## config.mk

```make
export PLATFORM = sky130hd
export DESIGN_NAME = alu_mul_seq
export DESIGN_NICKNAME = d
export VERILOG_FILES = /design/src/rtl/alu_mul_seq.sv
export SDC_FILE = /design/constraint.sdc
export NUM_CORES = 1
export LEC_CHECK = 0
export CORE_MARGIN = 10
export CORE_UTILIZATION = 43
export CTS_BUF_LIST = sky130_fd_sc_hd__clkbuf_8
export CTS_CLUSTER_SIZE = 10
export DETAILED_ROUTE_END_ITERATION = 10
export PLACE_DENSITY = 0.92
export REMOVE_ABC_BUFFERS = 1
export SLEW_MARGIN = 15
export SYNTH_ARGS = -nofsm -noshare
export SYNTH_HDL_FRONTEND = slang
export SYNTH_SLANG_ARGS = --single-unit
```

## constraint.sdc

```tcl
create_clock -name i_clk -period 1.6 [get_ports i_clk]
set_input_delay 0.24 -clock i_clk [delete_from_list [all_inputs] [get_ports i_clk]]
set_output_delay 0.24 -clock i_clk [all_outputs]
set_load 0.02 [all_outputs]
```

## src/rtl/alu_mul_seq.sv

```systemverilog
// alu_mul_seq: 16x16->32 unsigned shift-and-add multiplier that borrows the shared ALU for one add per cycle.
module alu_mul_seq #(
  parameter int DATA_W    = 16,
  parameter bit SKIP_ZERO = 1'b1
) (
  input  logic                i_clk,
  input  logic                i_rst_n,
  input  logic                i_start,
  input  logic [DATA_W-1:0]   i_data_a,
  input  logic [DATA_W-1:0]   i_data_b,
  input  logic                i_ack,
  input  logic                i_flush,
  output logic                o_ready,
  output logic                o_valid,
  output logic [2*DATA_W-1:0] o_prod,
  output logic                o_alu_req,
  output logic [3:0]          o_alu_ctrl,
  output logic [DATA_W-1:0]   o_alu_a,
  output logic [DATA_W-1:0]   o_alu_b,
  output logic                o_alu_carry,
  input  logic [DATA_W-1:0]   i_alu_data,
  input  logic [3:0]          i_alu_flag
);
  localparam logic [1:0] IDLE    = 2'd0;
  localparam logic [1:0] RUN     = 2'd1;
  localparam logic [1:0] DONE    = 2'd2;
  localparam logic [3:0] ALU_ADD = 4'h0;
  logic [1:0]        state_q, state_d;
  logic [3:0]        cnt_q, cnt_d;
  logic [DATA_W-1:0] mcand_q, mcand_d, p_hi_q, p_hi_d, p_lo_q, p_lo_d;
  logic [DATA_W:0]   sum17;
  logic              zero_op, unused_flags;
  assign unused_flags = ^i_alu_flag[2:0];
  // ALU carry-out becomes bit 16 of the partial sum before the right shift
  assign sum17   = {i_alu_flag[3], i_alu_data};
  assign zero_op = SKIP_ZERO && (i_data_a == '0 || i_data_b == '0);
  always_comb begin
    state_d = state_q;
    cnt_d   = cnt_q;
    mcand_d = mcand_q;
    p_hi_d  = p_hi_q;
    p_lo_d  = p_lo_q;
    if (i_flush) begin
      state_d = IDLE;
      cnt_d   = '0;
      mcand_d = '0;
      p_hi_d  = '0;
      p_lo_d  = '0;
    end else begin
      case (state_q)
        IDLE: if (i_start) begin
          state_d = zero_op ? DONE : RUN;
          cnt_d   = '0;
          mcand_d = i_data_a;
          p_hi_d  = '0;
          p_lo_d  = zero_op ? '0 : i_data_b;
        end
        RUN: begin
          p_hi_d  = sum17[DATA_W:1];
          p_lo_d  = {sum17[0], p_lo_q[DATA_W-1:1]};
          cnt_d   = cnt_q + 4'd1;
          state_d = (cnt_q == 4'd15) ? DONE : RUN;
        end
        DONE:    state_d = i_ack ? IDLE : DONE;
        default: state_d = IDLE;
      endcase
    end
  end
  always_ff @(posedge i_clk or negedge i_rst_n) begin
    if (!i_rst_n) begin
      state_q <= IDLE;
      cnt_q   <= '0;
      mcand_q <= '0;
      p_hi_q  <= '0;
      p_lo_q  <= '0;
    end else begin
      state_q <= state_d;
      cnt_q   <= cnt_d;
      mcand_q <= mcand_d;
      p_hi_q  <= p_hi_d;
      p_lo_q  <= p_lo_d;
    end
  end
  assign o_ready     = (state_q == IDLE);
  assign o_valid     = (state_q == DONE);
  assign o_alu_req   = (state_q == RUN);
  assign o_prod      = o_valid ? {p_hi_q, p_lo_q} : '0;
  assign o_alu_ctrl  = ALU_ADD;
  assign o_alu_carry = 1'b0;
  assign o_alu_a     = o_alu_req ? p_hi_q : '0;
  assign o_alu_b     = (o_alu_req && p_lo_q[0]) ? mcand_q : '0;
endmodule
```

==> results_dict.tcl, run 1 <==
set metrics [dict create \
    status "finished with violations" \
    violations "negative setup slack" \
    root_buffer "clkbuf_8" \
    hold_viol_final 0 \
    crit_fanout 8 \
    hpwl_mm 6.87 \
    use_met3_pct 5.76 \
    grt_use_total_pct 18.3 \
    grt_pass1_vias 2877 \
    start_util_pct 44.1 \
    top_usage_layer "met2" \
    ys_types 35 \
    hold_slack_ns 0.446 \
    synth-seq-cells 54 \
    grt_max_degree 55 \
    cpMaxStageDelayCell "dfrtp_1" \
    area_growth_pct 67.6 \
    met2_usage_pct 32.8 \
    swShare_pct 27.1 \
    start_kind "register" \
    syn-cell-area_um2 2790 \
    numPortBuffers 120 \
    clockBufferDepth 2 \
    final-instance-count-excl-fill 508 \
    p_leak_nw 2.35 \
    fillCellCount 439 \
    postRouteWirelength_mm 10.3 \
    drv_slew 0 \
    worstPathRequired_ns 1.85 \
    seqCellArea_um2 1350 \
    die_width_um 101 \
    cellPowerDensity_nw_per_um2 684 \
    clock_latency_ns 0.31 \
    multi_input_area_um2 1420 \
    cts.clk_slew.worst_paths_ns 0.10 \
    ys_seq_area_share_pct 48.5 \
    crit_chain "buf_4, buf_4, nor2_4, nand2_2, nor4_4, buf_6, clkbuf_16, a21o_1" \
    met1_usage_pct 19.9 \
    ys_warn_count 0 \
    cpMostUsedCell "buf_4" \
    p_int_w 0.00233 \
    final_common_cell "dfrtp_1" \
    place_congestion 0.803 \
    comb_power_share_pct 22.9 \
    n_antenna_cell 0 \
    fp-row-count 29 \
    routed_via_density 5.59 \
    path_buf_inv 4 \
    min_path_type "input port to asynchronous set/reset pin" \
    p_sw_w 0.000866 \
    utilization_pct 74.0 \
    grt_first_pass_wirelength_mm 15.1 \
    p_seq_share_pct 47.8 \
    die-height_um 101 \
    min_period_ns 1.76 \
    drt-pass1-iter-count 5 \
    clkSinkCount 54 \
    wl_per_cell_um 20.2 \
    grt_antenna_before_repair 0 \
    final_cell_mix "dfrtp_1 (53), clkdlybuf4s50_1 (52), buf_6 (51), buf_4 (49), and2_1 (34)" \
    nets 488 \
    synth_top_area_cell "dfrtp_1" \
    avgSynthCellArea_um2 10.0 \
    htreeDepth 2 \
    crit_type "register to register" \
    p_clk_share_pct 29.2 \
    synth_area_leaders "dfrtp_1 (48%), and2_1 (11%), a22o_1 (10%), nand2_1 (4.4%), a21o_1 (4.3%)" \
    syn_inst 278 \
    ant_nets 0 \
    timing.fmax_mhz 570 \
    synth_top_area_share_pct 48.5 \
    slowest_delay_ns 0.44 \
    drt_iter0_drc 190 \
    post-place-cells 481 \
    drc 0 \
    vias 2839 \
    die_area_um2 10100 \
    cap_violations 0 \
    fin_ws_ns -0.155 \
    path_delay_family "buffers and inverters" \
    vdd_drop_max_mv 0.394 \
    cts_tree "done" \
    final_layout_size_suffix_gt1_share_pct 36.7 \
    finalCritPeriodShare_pct 110 \
    numCtsBuffers 5 \
    tns_ns -5.94 \
    io_pins 129 \
    skew_ns 0.00899 \
    crit_arrival_ns 2.00 \
    setup_viol 73 \
    pre_cts_ws_ns -0.544 \
    rsz0062_at_grt "true" \
    grt.overflow.total 0 \
    cp-end-kind "register" \
    core_area_um2 6310 \
]
## state kept, by name, summed over array words and instances, names as in the netlist
name,count
cnt_q,4
state_q,2
p_lo_q,16
mcand_q,16
p_hi_q,16
## worst register-to-register path: stages (launching register included)
cell and delay, ns:
dfrtp_1 0.44, buf_4 0.16, buf_4 0.14, nor2_4 0.14, nand2_2 0.10, nor4_4 0.29, buf_6 0.17, clkbuf_16 0.15
a21o_1 0.11
## synthesized netlist by cell type
cell / instances
o21ai_0: 2
and3_1: 16
xnor2_1: 1
nor4_4: 1
buf_6: 4
conb_1: 1
nand4_1: 1
o21ai_1: 1
nor2_2: 1
buf_4: 5
dfrtp_1: 54
nor2_1: 1
mux2_2: 1
a41o_1: 1
clkbuf_1: 8
nand2_1: 33
buf_2: 8
nand3_1: 2
a31oi_1: 1
and2_4: 1
and4_4: 1
nor2b_1: 2
o21bai_1: 1
nand2_2: 1
nor4_1: 8
and2_1: 49
nor3b_4: 1
and4_1: 1
a21o_1: 16
nand2b_1: 1
a21oi_1: 17
inv_1: 2
ha_1: 1
nor3_1: 1
a22o_1: 33
## worst paths after layout
kind / start / end / slack (ns) / depth (start not counted)
worst max-delay path: state_q[1] / p_lo_q[0] / -0.16 / 8
worst min-delay path: i_rst_n / p_lo_q[10] / 0.45 / 3
worst max register to register: state_q[1] / p_lo_q[0] / -0.16 / 8
worst min register to register: mcand_q[12] / mcand_q[12] / 0.53 / 2
max in group asynchronous: i_rst_n / p_lo_q[0] / 0.90 / 3
min in group i_clk: i_data_a[7] / mcand_q[7] / 0.50 / 3
## cell type report
cell class,instances,share of cell area [%]
flip-flops and latches,54,29.0
inverters,2,0.161
repair buffers,164,35.9
multi-input cells,203,30.5
well taps,77,2.06
clock inverters,3,0.938
clock buffers,5,1.47
## layer usage
metal | share of wire (%) | up-vias
met2 | 53 | 125
met3 | 7.6 | 22
li1 | - | 1279
met1 | 37 | 1413
met4 | 2.6 | 0
met5 | 0 | -
## metrics by stage
step	total power [W]	area, µm²
6_report	0.00319	4670
3_5_place_dp	0.00212	4210
5_1_grt	0.00332	4670
3_3_place_gp	0.00210	4210
4_1_cts	0.00308	4300
2_1_floorplan	0.00175	2650
## cells by family (layout without fill, tap and decap cells)
group / Yosys count / after routing / synth area share [%]
other cells: 1 / 5 / 0.135
flops: 54 / 54 / 48.5
xor+xnor: 1 / 1 / 0.314
simple gates: 121 / 123 / 25.3
mux: 1 / 1 / 0.404
fa+ha+maj: 1 / 1 / 0.449
buf+inv: 27 / 174 / 5.75
compound gates: 72 / 72 / 19.1
## what timing repair did
action	CTS	global route
setup endpoints to repair	84	110
gates cloned	1	5
gates resized for setup	354	65
pin swaps	4	15
hold buffers	1	0
setup buffers	3	9
hold endpoints to repair	54	0
## power by group through the flow
| stage | logic, W | clock network (W) | registers (W) |
|---|---|---|---|
| after global placement | 0.000563 | 0 | 0.00154 |
| after floorplan | 0.000229 | 0 | 0.00152 |
| final | 0.000732 | 0.000933 | 0.00153 |
| after global routing | 0.000782 | 0.000998 | 0.00154 |
| after CTS | 0.000611 | 0.000945 | 0.00152 |
| after detailed placement | 0.000580 | 0 | 0.00154 |
Note: power is estimated with default switching activity, not from simulation.
==> inputs of run 2 (changes only) <==
Settings changed: SLEW_MARGIN 15 to default.
==> results of run 2 <==
Final layout, timing and power as in run 1 (identical DEF).
==> inputs of run 3 (changes only) <==
Settings changed: CORE_ASPECT_RATIO from default to 1.4.
==> run 3 against run 2 <==
Compared with the run above: the flow still finishes with violations (negative setup slack); cell area up 0.94%; critical path depth down 3; sequential share of layout area down 0.22 points; non-clock buffer count up 2; power down 9.4%; sequential power about the same; count of clock-buffer cells in the layout unchanged; clock skew about the same; fmax up 2.3%; critical endpoint is now o_alu_b[9].
==> results_dict.tcl, run 3 (synthesized netlist as in run 1, its figures left out) <==
set metrics [dict create \
    hpwl_mm 6.91 \
    setup_viol 62 \
    pre_cts_ws_ns -0.472 \
    cts.clk_slew.worst_paths_ns 0.09 \
    nets 489 \
    final_layout_size_suffix_gt1_share_pct 39.0 \
    postRouteWirelength_mm 9.93 \
    vdd_drop_max_mv 0.458 \
    status "finished with violations" \
    drv_slew 0 \
    worstPathRequired_ns 1.36 \
    rsz0062_at_grt "true" \
    numCtsBuffers 5 \
    final_cell_mix "buf_6 (75), clkdlybuf4s50_1 (52), dfrtp_1 (51), a22o_1 (33), nand2_1 (33)" \
    clkSinkCount 54 \
    die_area_um2 10100 \
    clockBufferDepth 2 \
    htreeDepth 2 \
    die_width_um 88.0 \
    crit_fanout 5 \
    grt_first_pass_wirelength_mm 14.4 \
    timing.fmax_mhz 583 \
    cap_violations 0 \
    final-instance-count-excl-fill 503 \
    start_kind "register" \
    grt_pass1_vias 2861 \
    fp-row-count 34 \
    slowest_delay_ns 0.42 \
    rr_worst_depth 5 \
    min_path_type "input port to asynchronous set/reset pin" \
    post-place-cells 481 \
    cpMostUsedCell "buf_6" \
    skew_ns 0.00869 \
    crit_arrival_ns 1.48 \
    grt_antenna_before_repair 0 \
    ff2ff_setup_slack_ns 0.10 \
    die-height_um 115 \
    utilization_pct 75.4 \
    drc 0 \
    grt.overflow.total 0 \
    cp-end-kind "output port" \
    crit_chain "nor2b_4, buf_6, buf_6, and3_1, buf_6" \
    reg_top3 "mcand_q (16), p_hi_q (16), p_lo_q (16)" \
    hold_slack_ns 0.464 \
    place_congestion 0.844 \
    cts_tree "done" \
    start_util_pct 44.6 \
    p_leak_nw 2.35 \
    drt_iter0_drc 83 \
    cellPowerDensity_nw_per_um2 614 \
    ant_nets 0 \
    numPortBuffers 120 \
    routed_via_density 5.43 \
    cpMaxStageDelayCell "dfrtp_2" \
    core_area_um2 6250 \
    grt_max_degree 55 \
    n_antenna_cell 0 \
    vias 2729 \
    min_period_ns 1.72 \
    rr_startpoint "state_q[1]" \
    fillCellCount 413 \
    io_pins 129 \
    drt-pass1-iter-count 4 \
    totalPowerFinal_w 0.00289 \
    crit_type "register to output port" \
    root_buffer "clkbuf_8" \
    hold_viol_final 0 \
    area_growth_pct 69.2 \
    violations "negative setup slack" \
    finalCritPeriodShare_pct 107 \
    grt_use_total_pct 17.5 \
    final_common_cell "buf_6" \
    wl_per_cell_um 19.7 \
    reg2reg_to "p_lo_q[2]" \
    fin_ws_ns -0.116 \
    clock_latency_ns 0.30 \
]
-- run 3: worst max path at each step --
stage	from	endpoint	slack, ns	cells past startpoint
5_1_grt	state_q[0]	o_alu_b[9]	-0.18	5
4_1_cts	state_q[1]	o_prod[6]	-0.15	5
3_3_place_gp	i_data_a[4]	p_lo_q[12]	-0.45	5
3_5_place_dp	i_data_a[7]	p_lo_q[3]	-0.47	5
6_report	state_q[0]	o_alu_b[9]	-0.12	5
2_1_floorplan	state_q[1]	o_alu_b[0]	-0.48	2
-- run 3: through the flow --
step	setup TNS, ns	area (µm²)
3_3_place_gp	-19.42	4220
5_1_grt	-8.05	4710
2_1_floorplan	-30.02	2650
4_1_cts	-3.31	4330
3_5_place_dp	-21.94	4220
6_report	-4.08	4710
-- run 3: report_power, final --
group	switching [W]	leakage [nW]	total [W]	internal, W
clock	0.000409	0.0438	0.000703	0.000295
sequential	0.0000779	0.726	0.00153	0.00145
combinational	0.000304	1.58	0.000662	0.000358
total	0.000791	2.35	0.00289	0.00210
-- run 3: layout make-up --
cell class	instances	area [µm²]	area share [%]
sequential	54	1360	28.7
clock buffer	5	68.8	1.46
multi-input combinational	202	1430	30.3
tap	72	90.1	1.91
inverter	2	7.51	0.159
clock inverter	2	10.0	0.212
timing repair buffer	166	1760	37.2
-- run 3: repair_timing --
| item | 4_1_cts | 5_1_grt |
|---|---|---|
| hold buffers | 1 | 0 |
| pin swaps | 2 | 7 |
| endpoints found under the hold margin | 54 | 0 |
| gates cloned | 1 | 6 |
| setup buffers | 5 | 3 |
| setup endpoints to repair | 84 | 99 |
| gates resized for setup | 350 | 111 |
-- run 3: critical path: cells and delay by family (launching register included) --
kind / cells / cell delay [ns]
and+or+nand+nor: 2 / 0.38
DFF: 1 / 0.42
buffers and inverters: 3 / 0.36
-- run 3: layer usage --
| layer | part of all wire [%] | up-vias | GRT usage [%] |
|---|---|---|---|
| met5 | 0 | - | 0 |
| met4 | 2.8 | 0 | 4.30 |
| met3 | 6.9 | 22 | 4.81 |
| met2 | 53 | 106 | 33.0 |
| met1 | 37 | 1333 | 18.4 |
| li1 | - | 1268 | - |
